--- src/rtl/riscv_pkg.sv ---
// Shared pipeline-control types: register addresses, forwarding selects, control FSM states.
package riscv_pkg;

    localparam int unsigned REG_ADDR_W = 5;

    typedef logic [REG_ADDR_W-1:0] reg_addr_t;

    // EX operand source select
    typedef enum logic [1:0] {
        REGFILE = 2'b00,
        EX_MEM  = 2'b01,
        MEM_WB  = 2'b10
    } fwd_sel_e;

    // Pipeline control FSM states
    typedef enum logic [1:0] {
        RUN      = 2'b00,
        MD_BUSY  = 2'b01,
        MEM_WAIT = 2'b10
    } pipe_ctrl_state_e;

    // Pick the youngest in-flight producer of src; x0 is never forwarded.
    function automatic fwd_sel_e fwd_select(
        input reg_addr_t src,
        input reg_addr_t exmem_rd,
        input logic      exmem_we,
        input reg_addr_t memwb_rd,
        input logic      memwb_we
    );
        fwd_sel_e sel;
        sel = REGFILE;
        if (exmem_we && (exmem_rd != '0) && (exmem_rd == src)) begin
            sel = EX_MEM;
        end else if (memwb_we && (memwb_rd != '0) && (memwb_rd == src)) begin
            sel = MEM_WB;
        end
        return sel;
    endfunction

endpackage

--- src/rtl/forward_unit.sv ---
// Combinational EX-stage operand forwarding for both source operands.
module forward_unit
    import riscv_pkg::*;
(
    input  logic [REG_ADDR_W-1:0] i_ex_rs1_addr,
    input  logic [REG_ADDR_W-1:0] i_ex_rs2_addr,
    input  logic [REG_ADDR_W-1:0] i_exmem_rd_addr,
    input  logic                  i_exmem_reg_write,
    input  logic [REG_ADDR_W-1:0] i_memwb_rd_addr,
    input  logic                  i_memwb_reg_write,
    output fwd_sel_e              o_fwd_a,
    output fwd_sel_e              o_fwd_b
);

    // Same priority rule applied independently to each operand
    always_comb begin
        o_fwd_a = fwd_select(i_ex_rs1_addr, i_exmem_rd_addr, i_exmem_reg_write,
                             i_memwb_rd_addr, i_memwb_reg_write);
        o_fwd_b = fwd_select(i_ex_rs2_addr, i_exmem_rd_addr, i_exmem_reg_write,
                             i_memwb_rd_addr, i_memwb_reg_write);
    end

endmodule

--- src/rtl/pipe_ctrl_unit.sv ---
// Five-stage pipeline hazard/control unit: load-use interlock, branch flush,
// multi-cycle mul/div and data-memory wait freezes, forwarding, perf counters.
module pipe_ctrl_unit
    import riscv_pkg::*;
#(
    parameter int unsigned MD_LATENCY = 34,
    parameter int unsigned CNT_W      = 32
) (
    input  logic                  clk,
    input  logic                  reset,
    input  logic [REG_ADDR_W-1:0] id_rs1_addr,
    input  logic [REG_ADDR_W-1:0] id_rs2_addr,
    input  logic                  id_use_rs1,
    input  logic                  id_use_rs2,
    input  logic [REG_ADDR_W-1:0] idex_rd_addr,
    input  logic                  idex_mem_read,
    input  logic                  idex_valid,
    input  logic [REG_ADDR_W-1:0] exmem_rd_addr,
    input  logic [REG_ADDR_W-1:0] memwb_rd_addr,
    input  logic                  exmem_reg_write,
    input  logic                  memwb_reg_write,
    input  logic [REG_ADDR_W-1:0] ex_rs1_addr,
    input  logic [REG_ADDR_W-1:0] ex_rs2_addr,
    input  logic                  ex_branch_taken,
    input  logic                  ex_md_req,
    input  logic                  dmem_wait,
    output logic                  pc_stall,
    output logic                  ifid_stall,
    output logic                  idex_stall,
    output logic                  exmem_stall,
    output logic                  ifid_flush,
    output logic                  idex_flush,
    output logic                  exmem_flush,
    output logic                  memwb_flush,
    output fwd_sel_e              fwd_a,
    output fwd_sel_e              fwd_b,
    output logic                  md_done,
    output logic [CNT_W-1:0]      stall_cycles,
    output logic [CNT_W-1:0]      flush_events
);

    localparam int unsigned MD_CNT_W = $clog2(MD_LATENCY);
    localparam logic [MD_CNT_W-1:0] MD_LOAD = MD_CNT_W'(MD_LATENCY - 1);

    pipe_ctrl_state_e    r_state;
    pipe_ctrl_state_e    w_state_nxt;
    logic [MD_CNT_W-1:0] r_md_cnt;
    logic [MD_CNT_W-1:0] w_md_cnt_nxt;
    logic [CNT_W-1:0]    r_stall_cycles;
    logic [CNT_W-1:0]    r_flush_events;

    logic w_hazard;
    logic w_freeze;
    logic w_load_use;
    logic w_br_flush;
    logic w_md_done;

    // Load in ID/EX whose destination is read by the instruction in ID
    assign w_hazard = idex_valid && idex_mem_read && (idex_rd_addr != '0) &&
                      (((idex_rd_addr == id_rs1_addr) && id_use_rs1) ||
                       ((idex_rd_addr == id_rs2_addr) && id_use_rs2));

    // FSM state and mul/div down-counter registers
    always_ff @(posedge clk) begin
        if (reset) begin
            r_state  <= RUN;
            r_md_cnt <= '0;
        end else begin
            r_state  <= w_state_nxt;
            r_md_cnt <= w_md_cnt_nxt;
        end
    end

    // Next state and control decode; EX is frozen outside RUN so hazards are ignored there
    always_comb begin
        w_state_nxt  = r_state;
        w_md_cnt_nxt = r_md_cnt;
        w_freeze     = 1'b0;
        w_load_use   = 1'b0;
        w_br_flush   = 1'b0;
        w_md_done    = 1'b0;
        case (r_state)
            RUN: begin
                w_br_flush = ex_branch_taken;
                w_load_use = w_hazard && !ex_branch_taken;
                if (dmem_wait) begin
                    w_state_nxt = MEM_WAIT;
                end else if (ex_md_req) begin
                    w_state_nxt  = MD_BUSY;
                    w_md_cnt_nxt = MD_LOAD;
                end
            end
            MD_BUSY: begin
                if (r_md_cnt == '0) begin
                    w_md_done   = 1'b1;
                    w_state_nxt = RUN;
                end else begin
                    w_freeze     = 1'b1;
                    w_md_cnt_nxt = r_md_cnt - MD_CNT_W'(1);
                end
            end
            MEM_WAIT: begin
                if (dmem_wait) begin
                    w_freeze = 1'b1;
                end else begin
                    w_state_nxt = RUN;
                end
            end
            default: begin
                w_state_nxt = RUN;
            end
        endcase
    end

    // Stall/flush outputs; all forced low while reset is held
    assign pc_stall    = !reset && (w_freeze || w_load_use);
    assign ifid_stall  = !reset && (w_freeze || w_load_use);
    assign idex_stall  = !reset && w_freeze;
    assign exmem_stall = !reset && w_freeze;
    assign ifid_flush  = !reset && w_br_flush;
    assign idex_flush  = !reset && (w_br_flush || w_load_use);
    assign exmem_flush = 1'b0;
    assign memwb_flush = !reset && w_freeze;
    assign md_done     = !reset && w_md_done;

    // Performance counters, free-running and wrapping
    always_ff @(posedge clk) begin
        if (reset) begin
            r_stall_cycles <= '0;
            r_flush_events <= '0;
        end else begin
            if (pc_stall) begin
                r_stall_cycles <= r_stall_cycles + CNT_W'(1);
            end
            if (w_br_flush) begin
                r_flush_events <= r_flush_events + CNT_W'(1);
            end
        end
    end

    assign stall_cycles = r_stall_cycles;
    assign flush_events = r_flush_events;

    forward_unit u_forward_unit (
        .i_ex_rs1_addr     (ex_rs1_addr),
        .i_ex_rs2_addr     (ex_rs2_addr),
        .i_exmem_rd_addr   (exmem_rd_addr),
        .i_exmem_reg_write (exmem_reg_write),
        .i_memwb_rd_addr   (memwb_rd_addr),
        .i_memwb_reg_write (memwb_reg_write),
        .o_fwd_a           (fwd_a),
        .o_fwd_b           (fwd_b)
    );

endmodule
--- config.mk ---
export PLATFORM = sky130hd
export DESIGN_NAME = pipe_ctrl_unit
export DESIGN_NICKNAME = d
export VERILOG_FILES = /design/src/rtl/riscv_pkg.sv /design/src/rtl/forward_unit.sv /design/src/rtl/pipe_ctrl_unit.sv
export SDC_FILE = /design/constraint.sdc
export NUM_CORES = 1
export LEC_CHECK = 0
export CAP_MARGIN = 20
export CORE_MARGIN = 4
export CORE_UTILIZATION = 42
export DETAILED_ROUTE_END_ITERATION = 12
export PLACE_DENSITY = 0.76
export SLEW_MARGIN = 0
export SYNTH_ARGS = -nofsm -noshare
export SYNTH_HDL_FRONTEND = slang
export SYNTH_SLANG_ARGS = --single-unit
--- constraint.sdc ---
create_clock -name clk -period 2.25 [get_ports clk]
set_input_delay 0.225 -clock clk [delete_from_list [all_inputs] [get_ports clk]]
set_output_delay 0.225 -clock clk [all_outputs]
set_load 0.01 [all_outputs]
==> impl_summary.txt <==
----------------------------------------------------
[Floorplan]
  Number of ports placed on the die boundary ... 123
  Full die area ... 10800 sq um
  Die height ... 104 um
  Width of the die ... 104 um
  Effective utilization at floorplan ... 43.8%
  Core box area ... 8850 sq um
  Count of standard-cell rows ... 34

[STA]
  Slew at the pin with the worst max-slew slack ... 0.583 ns
  Worst Hold Slack ... 0.223 ns
  Final worst clock skew ... 0.0113 ns
  Post-route fraction of the period consumed by the critical path ... 100%
  Max Fclk ... 443 MHz
  Worst slew slack as a fraction of its limit ... 61.1%
  Pins Over Slew Limit ... 0
  Unrepaired setup endpoints after global routing ... true
  Final hold viol count ... 0
  Shortest period the worst path allows ... 2.26 ns
  Final worst-path setup slack ... -0.00945 ns
  Final setup viols ... 2

[Synthesis]
  Cell Area, Synth ... 3870 sq um
  Post-synthesis async set-or-reset flop share ... 0%
  Seq/Total Area, Yosys ... 37.2%
  Count of synthesis-stage warnings from yosys ... 0
  Count of mapped cells out of synthesis ... 464
  Nets in the synthesized netlist ... 517
  Library cell occupying the most area in the post-synthesis netlist ... dfxtp_1
  Yosys reg bits ... 72
  Leading post-synthesis cells by instance count ... dfxtp_1 (72), nor2_1 (47), a21oi_1 (38), xor2_1 (38), nand2_1 (37)
  Number of enable-type register cells in the synthesized netlist ... 0
  Most used flip-flop cell after synthesis ... dfxtp_1
  Number of different library cells in the post-synthesis netlist ... 47
  Share of the synthesized area in the top cell type ... 37.2%
  Post-Synthesis Mean Instance Area ... 8.35 sq um
  Ranking of synthesized cells by area ... dfxtp_1 (37%), xor2_1 (8.6%), xnor2_1 (5.4%), a21oi_1 (4.9%), nor2_1 (4.6%)
  Cell with the most instances after synthesis ... dfxtp_1

[Power and ir drop]
  Worst vdd ir ... 0.509 mV
  Leakage Power ... 2.18 nW
  Overall power after layout ... 0.00301 W
  Power density over the cells ... 508 nW/um^2

[Global route]
  GRT Total Usage ... 19.9%
  Number of antenna violations at the first check in global routing ... 0
  Total gr overflow ... 0
  Vias in the first global route ... 4002
  Largest net degree at the start of global routing ... 34
  Global-route wire length before repair ... 18300 um

[Routing]
  Antenna viol nets, final ... 0
  Number of detailed-routing iterations run before antenna repair ... 4
  Residual DRC count ... 0
  Uppermost signal routing layer after detailed routing ... met4
  Routed length on met2 ... 5930 um
  Final wirelength ... 11300 um
  Met3 Wirelength ... 601 um
  Mean routed wirelength per cell ... 15.4 um
  Drt via density ... 5.48
  Met1 wire length ... 4700 um
  Number of vias after detailed routing ... 4019
  Violation count after the first detailed-route iteration ... 107

[Worst setup path]
  Count of cells along the worst register-to-register path ... 9
  Worst-path fanout max ... 4
  Worst R2R Setup Slack ... 0 ns
  Nature of the critical path startpoint ... input port
  Setup crit end kind ... primary output
  WP data arrival ... 2.03 ns
  Worst Setup Path Type ... in -> out
  Required time of the worst setup path ... 2.03 ns

[Finish]
  Total number of nets in the final design ... 675
  Share of cells above drive strength 1 ... 16.1%
  Area growth from synthesis to layout ... 52.9%
  Diode insertion count for antenna repair ... 0
  Final std cells w/o fill ... 734
  Non-Filler Cell Area, Final ... 5920 sq um
  Number of filler cells placed in the layout ... 695

[Worst hold path]
  Count of cells along the worst hold path ... 2
  Classification of the worst-slack hold path ... in -> reg

[Run status]
  Violated checks ... setup timing
  Status ... complete, but fails checks

[Clocking]
  H-Tree Level Count ... 3
  CTS Root Cell ... clkbuf_8
  Hold-fix buffers, CTS ... 0
  Number of buffers created by CTS ... 9
  Clock transition at the registers of the reported paths ... 0.08 ns
  CTS tree ... built
  Deepest clock path buffer count ... 2
  Sink Count ... 72
  Clock insertion delay at the later pin of the skew report ... 0.34 ns

[Placement]
  HPWL Detailed ... 7650 um
  Pre-CTS worst setup slack ... -0.368 ns
  Inst Count DP ... 710
  Placement-stage cell area ... 5420 sq um
  Placer's final routability congestion estimate ... 0.809
  Port Buffers ... 121

[Flow run]
  Total of max-cap violations ... 0

----------------------------------------------------
==> worst max-delay path, stage by stage <==
cell	delay [ns]
clkdlybuf4s50_1	0.43
or4_1	0.55
nor2_2	0.18
nor4_4	0.08
a2bb2oi_4	0.26
nor2_2	0.07
clkdlybuf4s15_1	0.24
==> layout by cell type, fill, tap and decap left out, types with 3 or more instances in the layout <==
cell type	synthesis	final
buf_2	2	3
dfxtp_2	0	3
xor2_1	38	38
nor4_1	7	3
nand3_1	19	19
dlygate4sd2_1	0	5
nor4_2	0	3
and2_1	6	6
o31ai_1	16	14
nor2_1	47	45
xnor2_1	24	24
ha_1	7	7
and3_1	9	9
inv_1	8	7
buf_4	7	43
a21oi_1	38	35
or3_1	17	16
clkbuf_8	0	10
dfxtp_1	72	69
or4_1	22	19
o21ai_0	20	19
a21oi_2	0	3
or4_4	0	3
and4_1	6	6
nand2_1	37	37
nand4_1	17	17
clkdlybuf4s50_1	0	109
==> per-stage QoR <==
stage          TNS, ns  util, %
6_report       -0.0123     66.9
5_1_grt         -0.576     66.9
4_1_cts        -0.0597     65.8
3_5_place_dp     -6.95     61.2
3_3_place_gp     -4.11     61.2
2_1_floorplan        0        -
==> power breakdown <==
| group | switching (W) | leakage, nW | internal (W) |
|---|---|---|---|
| sequential | 0.0000290 | 0.582 | 0.00130 |
| combinational | 0.000246 | 1.49 | 0.000299 |
| clock | 0.000487 | 0.108 | 0.000649 |
==> state kept, by name, indices dropped and copies added (netlist names) <==
signal        count
stall_cycles     32
flush_events     32
r_md_cnt          6
r_state           2
==> what timing repair did <==
item / CTS / global route
setup buffers: 3 / 3
gates cloned: 3 / 1
gates resized for setup: 34 / 23
pin swaps: 8 / 9
endpoints found under the setup margin: 26 / 40
==> cell type report <==
| class | instances | area, sq um | share of cell area (%) |
|---|---|---|---|
| multi-input cells | 361 | 2440 | 41.2 |
| repair buffers | 170 | 1650 | 27.9 |
| flip-flops and latches | 72 | 1450 | 24.4 |
| clock buffers | 10 | 138 | 2.32 |
| well taps | 108 | 135 | 2.28 |
| clock inverters | 5 | 81.3 | 1.37 |
| inverters | 8 | 30.0 | 0.507 |
==> layer usage <==
layer  global-route usage (%)  up-vias
met3                     5.15        9
met5                        0        -
li1                         -     1991
met1                     22.9     1917
met2                     36.6      102
met4                     4.84        0
==> kinds of logic (layout without fill, tap and decap cells) <==
| family | count (synthesis) | count (layout) | synth area share, % |
|---|---|---|---|
| simple gates | 203 | 204 | 28.7 |
| compound gates | 86 | 86 | 13.4 |
| flops | 72 | 72 | 37.2 |
| xor+xnor | 62 | 62 | 14.0 |
| buf+inv | 32 | 193 | 4.04 |
| fa+ha+maj | 7 | 7 | 2.26 |
| other cells | 1 | 1 | 0.0968 |
| mux | 1 | 1 | 0.258 |
==> path summary, 6_finish.rpt <==
path / to / from
worst max-delay path: pc_stall / idex_rd_addr[1]
worst max register to register: stall_cycles[25]$_SDFFE_PP0P_ / r_md_cnt[0]$_SDFFE_PP0P_
worst min-delay path: r_md_cnt[1]$_SDFFE_PP0P_ / reset
worst min register to register: stall_cycles[31]$_SDFFE_PP0P_ / stall_cycles[31]$_SDFFE_PP0P_
(Power assumes the default switching activity.)
